## src/rtl/alu_arbiter.sv

```systemverilog
// Round-robin arbiter sharing one combinational ALU between two requesters.
// Each operation runs IDLE -> ISSUE -> CAPTURE -> RESP, with the ALU opcode forced to IDLE_OP between operations.
module alu_arbiter #(
    parameter int         W       = 32,
    parameter logic [3:0] IDLE_OP = 4'b1111
) (
    input  logic         clk,
    input  logic         rst_n,
    input  logic [1:0]   req_valid,
    output logic [1:0]   req_ready,
    input  logic [W-1:0] req_a0,
    input  logic [W-1:0] req_b0,
    input  logic [3:0]   req_op0,
    input  logic [W-1:0] req_a1,
    input  logic [W-1:0] req_b1,
    input  logic [3:0]   req_op1,
    output logic [1:0]   rsp_valid,
    input  logic [1:0]   rsp_ready,
    output logic [W-1:0] rsp_r,
    output logic         rsp_err,
    output logic [W-1:0] alu_a,
    output logic [W-1:0] alu_b,
    output logic [3:0]   alu_op,
    input  logic [W-1:0] alu_r
);

    typedef enum logic [1:0] {S_IDLE, S_ISSUE, S_CAPTURE, S_RESP} state_t;

    state_t         r_state;
    state_t         w_next_state;
    logic           r_ptr;
    logic           r_grant;
    logic           r_illegal;
    logic [W-1:0]   r_alu_a;
    logic [W-1:0]   r_alu_b;
    logic [3:0]     r_alu_op;
    logic [W-1:0]   r_rsp_r;
    logic           r_rsp_err;
    logic [1:0]     r_rsp_valid;
    logic [1:0]     w_req_ready;
    logic           w_win;
    logic           w_accept;
    logic           w_rsp_done;
    logic [W-1:0]   w_sel_a;
    logic [W-1:0]   w_sel_b;
    logic [3:0]     w_sel_op;

    function automatic logic is_legal(input logic [3:0] op);
        case (op)
            4'b0000, 4'b0001, 4'b0010, 4'b0110, 4'b0111, 4'b1100: return 1'b1;
            default:                                              return 1'b0;
        endcase
    endfunction

    // Priority requester wins if valid; otherwise the other one (which may be idle too).
    assign w_win      = req_valid[r_ptr] ? r_ptr : ~r_ptr;
    assign w_accept   = |w_req_ready;
    assign w_rsp_done = (r_state == S_RESP) && rsp_ready[r_grant];
    assign w_sel_a    = w_win ? req_a1  : req_a0;
    assign w_sel_b    = w_win ? req_b1  : req_b0;
    assign w_sel_op   = w_win ? req_op1 : req_op0;

    always_ff @(posedge clk) begin
        if (!rst_n) begin
            r_state <= S_IDLE;
        end else begin
            r_state <= w_next_state;
        end
    end

    always_comb begin
        w_next_state = r_state;
        case (r_state)
            S_IDLE:    if (w_accept) w_next_state = S_ISSUE;
            S_ISSUE:   w_next_state = S_CAPTURE;
            S_CAPTURE: w_next_state = S_RESP;
            S_RESP:    if (w_rsp_done) w_next_state = S_IDLE;
            default:   w_next_state = S_IDLE;
        endcase
    end

    always_comb begin
        w_req_ready = 2'b00;
        if (r_state == S_IDLE && |req_valid) begin
            w_req_ready[w_win] = 1'b1;
        end
    end

    always_ff @(posedge clk) begin
        if (!rst_n) begin
            r_ptr       <= 1'b0;
            r_grant     <= 1'b0;
            r_illegal   <= 1'b0;
            r_alu_a     <= '0;
            r_alu_b     <= '0;
            r_alu_op    <= IDLE_OP;
            r_rsp_r     <= '0;
            r_rsp_err   <= 1'b0;
            r_rsp_valid <= 2'b00;
        end else begin
            case (r_state)
                S_IDLE: begin
                    if (w_accept) begin
                        r_alu_a   <= w_sel_a;
                        r_alu_b   <= w_sel_b;
                        r_alu_op  <= w_sel_op;
                        r_grant   <= w_win;
                        r_illegal <= !is_legal(w_sel_op);
                    end
                end
                S_CAPTURE: begin
                    // Illegal ops never expose whatever the ALU produced.
                    r_rsp_r              <= r_illegal ? '0 : alu_r;
                    r_rsp_err            <= r_illegal;
                    r_rsp_valid[r_grant] <= 1'b1;
                    r_alu_op             <= IDLE_OP;
                end
                S_RESP: begin
                    if (w_rsp_done) begin
                        r_rsp_valid <= 2'b00;
                        r_rsp_err   <= 1'b0;
                        r_ptr       <= ~r_grant;
                    end
                end
                default: ;
            endcase
        end
    end

    assign req_ready = w_req_ready;
    assign rsp_valid = r_rsp_valid;
    assign rsp_r     = r_rsp_r;
    assign rsp_err   = r_rsp_err;
    assign alu_a     = r_alu_a;
    assign alu_b     = r_alu_b;
    assign alu_op    = r_alu_op;

endmodule

```

## config.mk

```make
export PLATFORM = sky130hd
export DESIGN_NAME = alu_arbiter
export DESIGN_NICKNAME = d
export VERILOG_FILES = /design/src/rtl/alu_arbiter.sv
export SDC_FILE = /design/constraint.sdc
export NUM_CORES = 1
export LEC_CHECK = 0
export ABC_AREA = 1
export CORE_MARGIN = 10
export CORE_UTILIZATION = 35
export CTS_BUF_LIST = sky130_fd_sc_hd__clkbuf_2
export DETAILED_ROUTE_END_ITERATION = 8
export GPL_TIMING_DRIVEN = 0
export PLACE_DENSITY = 0.89
export SYNTH_ARGS = -nofsm -noshare
export SYNTH_HDL_FRONTEND = slang
export SYNTH_SLANG_ARGS = --single-unit
export TNS_END_PERCENT = 1
```

## constraint.sdc

```tcl
create_clock -name clk -period 3.7 [get_ports clk]
set_input_delay 0.74 -clock clk [delete_from_list [all_inputs] [get_ports clk]]
set_output_delay 0.74 -clock clk [all_outputs]
set_load 0.03 [all_outputs]
```

# Yosys cells after proc, flatten, opt, wreduce, memory -nomap -nowiden
# Cells that the tools add are included.
[op_classes]
n_eq_ne = 10
order_cmp = 5
n_bitwise = 3
n_reduce_logical = 17
muxes = 26
[ops]
columns = ["op", "count"]
rows = [
  ["$mux W32", 3],
  ["$mux W1", 12],
  ["$reduce_and A2 Y1", 5],
  ["$eq A4 B3 Y1 const B", 2],
  ["$mux W4", 2],
  ["$pmux W2 S4", 1],
  ["$pmux W4 S2", 1],
  ["$lt A1 B2 Y1 const B", 3],
  ["$mux W2", 3],
  ["$reduce_or A6 Y1", 1],
  ["$eq A2 B2 Y1 const B", 2],
  ["$eq A4 B1 Y1 const B", 1],
  ["$eq A4 B2 Y1 const B", 1],
  ["$eq A4 B4 Y1 const B", 1],
  ["$logic_and A1 B1 Y1", 4],
  ["$logic_not A4 Y1", 1],
  ["$ne A2 B2 Y1 const B", 2],
  ["$pmux W2 S2", 1],
  ["$reduce_bool A2 Y1", 2],
  ["$reduce_or A2 Y1", 2],
  ["$demux W1 S1", 2],
  ["$eq A2 B1 Y1 const B", 1],
  ["$ge A1 B1 Y1 const B", 2],
  ["$logic_not A2 Y1", 1],
  ["4 further kinds", 5],
]
[word_totals]
reg_bits = 108
in_bits = 174

# Logic depth before layout (Yosys ltp)
[logic_depth]
ltp_word = 13
mapped_depth = 10
ltp_nobuf = 10

# Worst setup path after synthesis
# OpenSTA, ideal clock, no wires.
[synth_path]
path_kind = "input -> output"
from = "input port req_valid[1]"
to = "output port req_ready[1]"
path_stages = 4
setup_slack_ps = 1613
required_time_ps = 2960
t_arrival_ps = 1347
cell_sequence = "o21ai_4 > nor2_2 > buf_6 > buf_4"
[synth_via]
elab_chain_len = 8
word_cells_on_any_way = 11
[synth_rtl]
columns = ["element", "line", "source"]
rows = [
  ["start, declared", "9", "input logic [1:0] req_valid,"],
  ["$mux W1 (not written as such) (2 in a row)", "56", "assign w_win = req_valid[r_ptr] ? r_ptr : ~r_ptr;"],
  ["$mux W1", "56", ""],
  ["$lt A1 B2 Y1 (not written as such) / $ge A1 B1 Y1 (equally long branches)", "85", "w_req_ready[w_win] = 1'b1;"],
  ["$logic_and A1 B1 Y1 (not written as such)", "85", ""],
  ["$mux W1 (not written as such)", "85", ""],
  ["$demux W1 S1", "85", ""],
  ["$mux W2 *", "84", "if (r_state == S_IDLE && |req_valid) begin"],
  ["end, declared", "10", "output logic [1:0] req_ready,"],
]
# Every way passes the cells marked *; elsewhere a longest branch is shown, timed or not. The select of a mux whose other input is x is not followed.

# Worst setup path after layout
[layout_path]
from = "input port req_valid[0]"
to = "output port req_ready[0]"
# Same word-level chain as after synthesis.

==> implementation parameters <==
Parameter                              Value

STA
  Count of final max-slew check failures ... 0
  Rel. slew slack ... 0.656
  Final count of hold timing violations ... 0
  Final Cycle Share ... 0.950
  Slew of the pin with the lowest slew margin ... 0.516 ns
  Worst clock skew ... 0.0281 ns
  Clock period minus worst slack ... 3.52 ns
  TNS Setup ... 0 ns
  Setup repair after global routing missed its margin ... false
  Final Setup Violations ... 0
  Maximum clock rate ... 284 MHz

GRT
  Antenna violations before repair ... 1
  Global-route layer with the greatest usage ... met2
  Number of global-route vias before repair ... 5242
  Wire length of the first global-routing pass ... 28700 um
  Met1 Use GR ... 0.222
  Global-route usage over all layers ... 0.203
  Routing usage on met3 ... 0.0969
  Maximum number of pins on one net before global-route repair ... 18
  Overflow left after global routing ... 0
  Met2 GRT Util ... 0.345

Logic synthesis
  Primary FF master, synth ... sky130_fd_sc_hd__dfxtp_1
  Cells after synthesis ... 592
  Mapped Avg Cell Area ... 7.49 um^2
  Number of synthesized register bits ... 108
  Netlist cell types ... 25
  EDFF count, synth ... 0
  Fraction of the yosys area taken by sequential cells ... 0.488
  Net count after synthesis ... 770
  Mapped cell area ... 0.00443 mm^2
  Fraction of registers with async set or reset after synthesis ... 0
  Synth Warn # ... 0

Setup path
  Data required, critical path ... 2.96 ns
  Arrival time of data at the critical path endpoint ... 2.78 ns
  Crit path buf inv count ... 5
  CP Capture Type ... primary output
  Nature of the critical path startpoint ... input port
  Worst path slowest cell ... sky130_fd_sc_hd__clkdlybuf4s50_1
  Critical path's top delay family ... buffers and inverters
  CP Max Fanout ... 10
  Critical path type ... in -> out
  Highest cell delay on the worst timing path ... 0.69 ns
  Cell-by-cell listing of the critical path ... clkdlybuf4s50_1, inv_2, nand2_2, nand2_2, nor2_4, buf_6, buf_6, clkdlybuf4s50_1

CTS
  Number of hold buffers added after cts ... 0
  H-tree levels ... 3
  Number of clock sinks ... 108
  Clock Path Buffers ... 2
  Buffer type at the clock tree root ... sky130_fd_sc_hd__clkbuf_2
  Postcts setup bufs ... 0
  Number of buffers created by CTS ... 9
  Post_cts resized ... 0
  Clock tree from TritonCTS ... done
  Clock network latency to the later pin of the worst-skew pair ... 0.64 ns
  Clk pin slew, worst setup/hold paths ... 0.27 ns

Place
  Detailed placer's ending HPWL ... 14800 um
  Number of placed instances, taps included ... 1041
  Routability congestion estimate from global placement ... 0.787
  Number of port buffers ... 277

Cells and area
  Fraction of the core area covered by cells at the end of the flow ... 0.602
  Multi-input gate area in the final layout ... 0.00196 mm^2
  Most common library cell in the layout ignoring fill and taps ... sky130_fd_sc_hd__clkdlybuf4s50_1
  Leading cell types in the layout, fill and taps excluded ... sky130_fd_sc_hd__clkdlybuf4s50_1 (277), sky130_fd_sc_hd__nand2_1 (248), sky130_fd_sc_hd__dfxtp_1 (108)
  Net total in the final layout ... 1058
  Layout Cells excl Fill ... 1058
  Combined flip-flop and latch cell area ... 0.00216 mm^2
  Fill cell instance count of the final layout ... 1096
  Synth-to-Final Area Change ... 70.0%
  Fraction of layout cells with a size suffix above 1 ... 0.0508

Floorplanning
  Num rows ... 41
  Die Ht ... 133 um
  Die area ... 0.0176 mm^2
  Die width ... 133 um
  Starting density of the core ... 0.354
  I/O pin count ... 279
  CORE AREA ... 0.0125 mm^2

Drt
  Vias per Instance ... 4.95
  1st-pass router iterations ... 5
  Remaining number of nets flagged by the antenna check after routing ... 0
  Residual DRC ... 0
  Routed wire length ... 18700 um
  Vias ... 5235
  Per-cell routed wire length ... 17.7 um
  DR iter-0 viols ... 286

Flow run
  Max_cap viols ... 0

Power and ir drop
  Peak supply drop ... 0.000315 V
  Power per cell area ... 588 mW/mm^2
  Leakage power ... 0.00272 uW
  PnR Total Power ... 4430 uW

Worst hold path
  Type of the tightest min-delay check ... in -> reg

Status
  Status ... complete, no violations
-- logic make-up (layout without fill, tap and decap cells) --
family,after synthesis,after routing,synth area share
compound gates,115,115,0.154
other cells,0,1,0
flops,108,108,0.488
simple gates,304,304,0.277
fa+ha+maj,4,4,0.0113
buf+inv,61,354,0.0700
-- registers in the layout (all words and copies together), names as in the netlist --
register,count
alu_a,32
alu_b,32
rsp_r,32
alu_op,4
r_state,2
rsp_valid,2
r_grant,1
r_illegal,1
r_ptr,1
rsp_err,1
-- path summary, 6_finish.rpt --
check,startpoint,end,slack (ns),cells after the start
min,rst_n,alu_op[3],0.45,2
min reg2reg,rsp_valid[0],rsp_valid[0],0.48,2
max,req_valid[0],req_ready[0],0.18,8
max reg2reg,r_state[0],rsp_r[8],1.91,6
-- report_power, final --
part           internal (uW)  leakage [uW]  switching, uW
registers               1430      0.000885            144
clock network            153     0.0000650            415
logic                    918       0.00177           1380
total                   2500       0.00272           1940
-- cell type report --
| type | instances | area share |
|---|---|---|
| Timing Repair Buffer | 277 | 0.368 |
| Sequential cell | 108 | 0.287 |
| Multi-Input combinational cell | 423 | 0.260 |
| Buffer | 42 | 0.0317 |
| Tap cell | 172 | 0.0286 |
| Inverter | 19 | 0.00947 |
| Clock inverter | 7 | 0.00880 |
| Clock buffer | 9 | 0.00598 |
| Antenna cell | 1 | 0.000332 |
-- Yosys cell counts (2+ instances only) --
library cell               number  share of area
sky130_fd_sc_hd__inv_1         15          0.013
sky130_fd_sc_hd__nor2_1         3         0.0025
sky130_fd_sc_hd__ha_1           4          0.011
sky130_fd_sc_hd__clkbuf_1      17          0.014
sky130_fd_sc_hd__nand3_1       42          0.047
sky130_fd_sc_hd__o21ai_0        5         0.0056
sky130_fd_sc_hd__dfxtp_1      108           0.49
sky130_fd_sc_hd__a21oi_1       38          0.043
sky130_fd_sc_hd__a211oi_1       2         0.0034
sky130_fd_sc_hd__nand3b_1       3         0.0051
sky130_fd_sc_hd__o22ai_1        3         0.0042
sky130_fd_sc_hd__nand2_1      248           0.21
sky130_fd_sc_hd__buf_4          5         0.0085
sky130_fd_sc_hd__a31oi_1       64          0.090
sky130_fd_sc_hd__buf_6          7          0.018
sky130_fd_sc_hd__buf_1          5         0.0042
sky130_fd_sc_hd__nand2_2        5         0.0071
sky130_fd_sc_hd__buf_2          8         0.0090
sky130_fd_sc_hd__inv_2          4         0.0034
-- stage by stage --
stage / cell area (um^2) / hold WS, ns / setup slack [ns]
finish: 7530 / 0.454 / 0.185
global placement: 7420 / 0.438 / 0.168
CTS: 7530 / 0.402 / 0.160
global route: 7530 / 0.413 / 0.0539
floorplan: 4430 / 0.474 / 1.61
detailed placement: 7420 / 0.441 / 0.161
-- per-layer routing --
metal  vias up  wire, um
li1       2546         -
met1      2420      7390
met2       251      9110
met3        18      1970
met4         0       261
met5         -         0
Note: power is estimated with default switching activity, not from simulation.
